--- config.mk ---
export PLATFORM = sky130hd
export DESIGN_NAME = hilo_unit_flat
export DESIGN_NICKNAME = d
export VERILOG_FILES = /design/src/rtl/hilo_unit_if.sv /design/src/rtl/hilo_unit.sv /design/src/flat_wrapper.sv
export SDC_FILE = /design/constraint.sdc
export NUM_CORES = 1
export LEC_CHECK = 0
export ABC_CLOCK_PERIOD_IN_PS = 1100
export CAP_MARGIN = 20
export CORE_MARGIN = 1
export CORE_UTILIZATION = 35
export DETAILED_ROUTE_END_ITERATION = 8
export HOLD_SLACK_MARGIN = 0.03
export PLACE_DENSITY = 0.79
export SLEW_MARGIN = 20
export SYNTH_ARGS = -nofsm -noshare
export SYNTH_HDL_FRONTEND = slang
export SYNTH_SLANG_ARGS = --single-unit
--- constraint.sdc ---
create_clock -name clk -period 1.1 [get_ports clk]
set_clock_uncertainty 0.05 [all_clocks]
set_input_delay 0.11 -clock clk [delete_from_list [all_inputs] [get_ports clk]]
set_output_delay 0.11 -clock clk [all_outputs]
set_load 0.05 [all_outputs]
--- src/rtl/hilo_unit_if.sv ---
// HI/LO register-file bus: write, read, accumulate request and status.
// The bench drives the master side and the hilo_unit core is the slave.
interface hilo_unit_if #(
    parameter int W = 32
);
    logic             stall;
    logic             flush;
    logic             we_hi;
    logic             we_lo;
    logic [2*W-1:0]   wdata;
    logic [1:0]       rd_sel;
    logic [W-1:0]     rdata;
    logic             acc_valid;
    logic [1:0]       acc_op;
    logic [W-1:0]     acc_a;
    logic [W-1:0]     acc_b;
    logic             acc_busy;
    logic             acc_done;

    modport master (
        output stall, flush, we_hi, we_lo, wdata, rd_sel,
        output acc_valid, acc_op, acc_a, acc_b,
        input  rdata, acc_busy, acc_done
    );

    modport slave (
        input  stall, flush, we_hi, we_lo, wdata, rd_sel,
        input  acc_valid, acc_op, acc_a, acc_b,
        output rdata, acc_busy, acc_done
    );
endinterface

--- src/rtl/hilo_unit.sv ---
// MIPS-style HI/LO register pair with direct writes, combinational read and an
// optional multiply-accumulate pipeline built only when HILO_ACC_EN is defined.
module hilo_unit #(
    parameter int W = 32
) (
    input  logic        clk,
    input  logic        rst,
    hilo_unit_if.slave  bus
);

    logic [W-1:0]   r_hi;
    logic [W-1:0]   r_lo;
    logic           w_busy;
    logic           w_commit;
    logic           w_wr_ok;
    logic [2*W-1:0] w_acc_sum;

    // Direct writes only land when the pipeline is neither stalled nor accumulating.
    assign w_wr_ok = ~bus.stall & ~w_busy;

`ifdef HILO_ACC_EN
    typedef enum logic [1:0] {
        ST_IDLE = 2'b00,
        ST_MUL  = 2'b01,
        ST_ADD  = 2'b10
    } state_t;

    state_t         r_state;
    state_t         w_state_nxt;
    logic           w_capture;
    logic [1:0]     r_op;
    logic [W-1:0]   r_a;
    logic [W-1:0]   r_b;
    logic [2*W-1:0] r_prod;
    logic [2*W-1:0] w_prod;
    logic           w_ext_a;
    logic           w_ext_b;
    logic           r_done;

    // Accumulate FSM next state; stall outranks flush, flush only aborts MUL.
    always_comb begin
        w_state_nxt = r_state;
        w_capture   = 1'b0;
        w_commit    = 1'b0;
        case (r_state)
            ST_IDLE: begin
                if (!bus.stall && bus.acc_valid && !bus.flush) begin
                    w_state_nxt = ST_MUL;
                    w_capture   = 1'b1;
                end else begin
                    w_state_nxt = ST_IDLE;
                end
            end
            ST_MUL: begin
                if (bus.stall) begin
                    w_state_nxt = ST_MUL;
                end else if (bus.flush) begin
                    w_state_nxt = ST_IDLE;
                end else begin
                    w_state_nxt = ST_ADD;
                end
            end
            ST_ADD: begin
                if (bus.stall) begin
                    w_state_nxt = ST_ADD;
                end else begin
                    w_state_nxt = ST_IDLE;
                    w_commit    = 1'b1;
                end
            end
            default: begin
                w_state_nxt = ST_IDLE;
            end
        endcase
    end

    // One shared 2W-bit multiplier: signed ops sign-extend, unsigned ops zero-extend.
    assign w_ext_a = ~r_op[0] & r_a[W-1];
    assign w_ext_b = ~r_op[0] & r_b[W-1];
    assign w_prod  = {{W{w_ext_a}}, r_a} * {{W{w_ext_b}}, r_b};

    // Add or subtract the registered product against the current HI/LO pair.
    always_comb begin
        w_acc_sum = {r_hi, r_lo};
        if (r_op[1]) begin
            w_acc_sum = {r_hi, r_lo} - r_prod;
        end else begin
            w_acc_sum = {r_hi, r_lo} + r_prod;
        end
    end

    // FSM state, captured operands, product register and done pulse.
    always_ff @(posedge clk) begin
        if (!rst) begin
            r_state <= ST_IDLE;
            r_op    <= 2'b00;
            r_a     <= {W{1'b0}};
            r_b     <= {W{1'b0}};
            r_prod  <= {(2*W){1'b0}};
            r_done  <= 1'b0;
        end else begin
            r_state <= w_state_nxt;
            r_done  <= w_commit;
            if (w_capture) begin
                r_op <= bus.acc_op;
                r_a  <= bus.acc_a;
                r_b  <= bus.acc_b;
            end
            if (r_state == ST_MUL && !bus.stall) begin
                r_prod <= w_prod;
            end
        end
    end

    assign w_busy       = (r_state != ST_IDLE);
    assign bus.acc_busy = w_busy;
    assign bus.acc_done = r_done;
`else
    assign w_busy       = 1'b0;
    assign w_commit     = 1'b0;
    assign w_acc_sum    = {(2*W){1'b0}};
    assign bus.acc_busy = 1'b0;
    assign bus.acc_done = 1'b0;
`endif

    // HI/LO storage: an accumulate commit and a direct write never coincide.
    always_ff @(posedge clk) begin
        if (!rst) begin
            r_hi <= {W{1'b0}};
            r_lo <= {W{1'b0}};
        end else if (w_commit) begin
            r_hi <= w_acc_sum[2*W-1:W];
            r_lo <= w_acc_sum[W-1:0];
        end else if (w_wr_ok) begin
            if (bus.we_hi) begin
                r_hi <= bus.wdata[2*W-1:W];
            end
            if (bus.we_lo) begin
                r_lo <= bus.wdata[W-1:0];
            end
        end
    end

    // Read port reflects registered state only, never an in-flight write.
    always_comb begin
        bus.rdata = {W{1'b0}};
        case (bus.rd_sel)
            2'b01:   bus.rdata = r_hi;
            2'b10:   bus.rdata = r_lo;
            default: bus.rdata = {W{1'b0}};
        endcase
    end

endmodule

--- src/flat_wrapper.sv ---
// flat-port wrapper written by rule: the top's interface ports become plain ports
module hilo_unit_flat 
#(
    parameter int W = 32
)
  (clk, rst, bus_stall, bus_flush, bus_we_hi, bus_we_lo, bus_wdata, bus_rd_sel, bus_acc_valid, bus_acc_op, bus_acc_a, bus_acc_b, bus_rdata, bus_acc_busy, bus_acc_done);
  hilo_unit_if #(.W(W)) bus_i ();
  input  logic clk;
  input  logic rst;
  input wire logic [$bits(bus_i.stall)-1:0] bus_stall;
  input wire logic [$bits(bus_i.flush)-1:0] bus_flush;
  input wire logic [$bits(bus_i.we_hi)-1:0] bus_we_hi;
  input wire logic [$bits(bus_i.we_lo)-1:0] bus_we_lo;
  input wire logic [$bits(bus_i.wdata)-1:0] bus_wdata;
  input wire logic [$bits(bus_i.rd_sel)-1:0] bus_rd_sel;
  input wire logic [$bits(bus_i.acc_valid)-1:0] bus_acc_valid;
  input wire logic [$bits(bus_i.acc_op)-1:0] bus_acc_op;
  input wire logic [$bits(bus_i.acc_a)-1:0] bus_acc_a;
  input wire logic [$bits(bus_i.acc_b)-1:0] bus_acc_b;
  output wire logic [$bits(bus_i.rdata)-1:0] bus_rdata;
  output wire logic [$bits(bus_i.acc_busy)-1:0] bus_acc_busy;
  output wire logic [$bits(bus_i.acc_done)-1:0] bus_acc_done;
  assign bus_i.stall = bus_stall;
  assign bus_i.flush = bus_flush;
  assign bus_i.we_hi = bus_we_hi;
  assign bus_i.we_lo = bus_we_lo;
  assign bus_i.wdata = bus_wdata;
  assign bus_i.rd_sel = bus_rd_sel;
  assign bus_i.acc_valid = bus_acc_valid;
  assign bus_i.acc_op = bus_acc_op;
  assign bus_i.acc_a = bus_acc_a;
  assign bus_i.acc_b = bus_acc_b;
  assign bus_rdata = bus_i.rdata;
  assign bus_acc_busy = bus_i.acc_busy;
  assign bus_acc_done = bus_i.acc_done;
  hilo_unit #(.W(W)) u_core (.clk(clk), .rst(rst), .bus(bus_i));
endmodule
==> run metrics <==
status finished, violations left; failing checks setup timing; met1 usage 0.231; R2R Path Start u_core.r_lo[3]; net switching power 1.62 mW; internal power 4.90 mW; cell area after layout 5370 µm²; combinational share of power 0.199; Worst Path Arrival 1150 ps; leak pwr 1.96 nW; fmax 0.763 GHz; die area 9220 µm²; CTS tree built; Die Y 96.0 µm; top cells by count, synth 128 x nand2_1, 64 x dfxtp_1, 64 x mux2i_1; final worst-path cycle share 1.19; Hold Vio Cnt, Final 0; total track usage 0.201; via-per-instance ratio 4.96; CP Launch Point bus_rd_sel[1]; area of the core 8380 µm²; switch share 0.248; global-route wire length before repair 13900 µm; Reg2Reg Setup Slack 380 ps; Synth cell types 14; Crit Path Class in2out; Worst-Skew Late Latency 340 ps; Synth Cell Area 3090 µm²; Area growth, synth to finish 73.5%; WL/cell 15.4 µm; Synth area leaders dfxtp_1 41%, mux2i_1 21%, nand2_1 16%, a22oi_1 7.8%, buf_12 3.9%; met3 usage 0.0592; GRT met2 Usage 0.352; xor/xnor cell area share of the yosys netlist 0; Worst-path clk slew 70 ps; top-count cell post-synth nand2_1; Final Total Pwr 6.51 mW; vias in the first global route 2904; clock buffer count from CTS 9; CTS sink cnt 64; worst-case clock buffer depth 2; Initial DRC Count 67; Most used DFF post-synth dfxtp_1; routed wire length 8740 µm; sequential power share 0.388; remaining antenna violation count 0; Hold WS 232 ps; share of cells above drive strength 1 0.304; final number of setup-violating endpoints 32; via count 2821; clock share of power 0.413; hpwl dp 5490 µm; crit-path max FO 7; type of the tightest min-delay check in2reg; maxcap violations 0; Max VDD drop 0.830 mV; mux cell area share after synthesis 0.207; gr ovfl total 0; largest family of logic cells by synthesized area multiplexers; Ant. Diodes 0; DP Area 4770 µm²; Top Ports 173; routability cong. 0.735; initial antenna violation count 0; #FFs+latches synth 64; DP Cell Count 548; Tmin final 1310 ps; Post-synth EDFFs 0; Non-Filler Instances 569; pre-CTS setup slack -627 ps; H-tree Lvls 3; Max Slew Vio Count 0; worst-case reg-to-reg path depth 2; RSZ-0062 raised after global routing true; post-route setup TNS -5870 ps; busiest grt layer met2; Yosys Warn Count 0; Final nets 600; largest net degree at the start of global routing 65; post-synthesis adder-cell area fraction 0.00809; Worst Setup EP bus_rdata[14]; R2R Path End u_core.r_lo[3]; Synth top area share 0.414; Synth Area in Compound Gates 0.0777; WP data required 940 ps; leading area contributor after synthesis dfxtp_1; Pwr Density 1210 nW/µm²; CP endpoint kind output port; drt drc 0; hold buffer count at CTS 0; setup bufs post-CTS 0; site row count 33; Starting Density 0.369; Port Buffers 102; root buf cell clkbuf_8; die outline width 96.0 µm; Syn Inst Count 360; synthesized-area fraction occupied by and/or/nand/nor cells 0.198; share of flip-flops with an asynchronous set or reset 0; fin util 0.640; syn avg cell area 8.59 µm²; crit path launch type input port; post-synthesis sequential area ratio 0.414; drt first pass iters 5; Setup WS post-layout -211 ps
[power groups by stage]
stage	clock (mW)	sequential, mW	combinational [mW]
2_1_floorplan	0	2.53	0.703
3_3_place_gp	0	2.55	1.16
3_5_place_dp	0	2.55	1.18
4_1_cts	2.73	2.52	1.31
5_1_grt	2.84	2.54	1.38
6_report	2.69	2.53	1.30
[cell families after synthesis]
logic type / Yosys count
simple gates: 162
mux: 64
flops: 64
buf+inv: 35
compound gates: 32
fa+ha+maj: 2
other cells: 1
[worst min-delay path by stage]
stage | from | to | cells past startpoint
6_report | rst | u_core.r_lo[24] | 4
3_3_place_gp | u_core.r_hi[29] | u_core.r_hi[29] | 2
4_1_cts | rst | u_core.r_lo[23] | 4
3_5_place_dp | u_core.r_hi[23] | u_core.r_hi[23] | 2
2_1_floorplan | bus_wdata[32] | u_core.r_hi[0] | 2
5_1_grt | rst | u_core.r_lo[23] | 4
[flip-flops by register name (all words and copies together), names as in the netlist]
signal,flops
u_core.r_hi,32
u_core.r_lo,32
[cell type report]
cell class / count / area (µm²)
clock buffers: 10 / 138
multi-input cells: 262 / 1960
well taps: 105 / 131
flip-flops and latches: 64 / 1280
clock inverters: 6 / 130
inverters: 2 / 7.51
repair buffers: 120 / 1720
fillers: 642 / 3020
[what timing repair did]
action                                  4_1_cts  5_1_grt
pin swaps                                    63        5
endpoints found under the setup margin       32       32
resized for setup                            54        3
gates cloned                                  5        0
[critical path: stages]
cell,delay [ps]
buf_6,90
buf_6,110
ha_4,230
buf_12,170
a22oi_2,220
nor2_4,60
buf_12,150
[layer usage]
| metal | vias to the layer above | wire length, µm |
|---|---|---|
| met1 | 1321 | 3630 |
| met4 | 0 | 189 |
| met5 | - | 0 |
| met2 | 97 | 4430 |
| li1 | 1383 | - |
| met3 | 20 | 480 |
[layout by cell type, fill, tap and decap left out, types with 3 or more instances in the layout]
cell             count
nand2_1            128
clkdlybuf4s50_1     67
mux2i_1             64
dfxtp_1             61
buf_12              43
a22oi_2             32
nor2_4              30
clkbuf_8            10
buf_16               5
bufinv_16            4
buf_6                3
dfxtp_2              3
No activity file was read; power rests on OpenSTA's default activity.
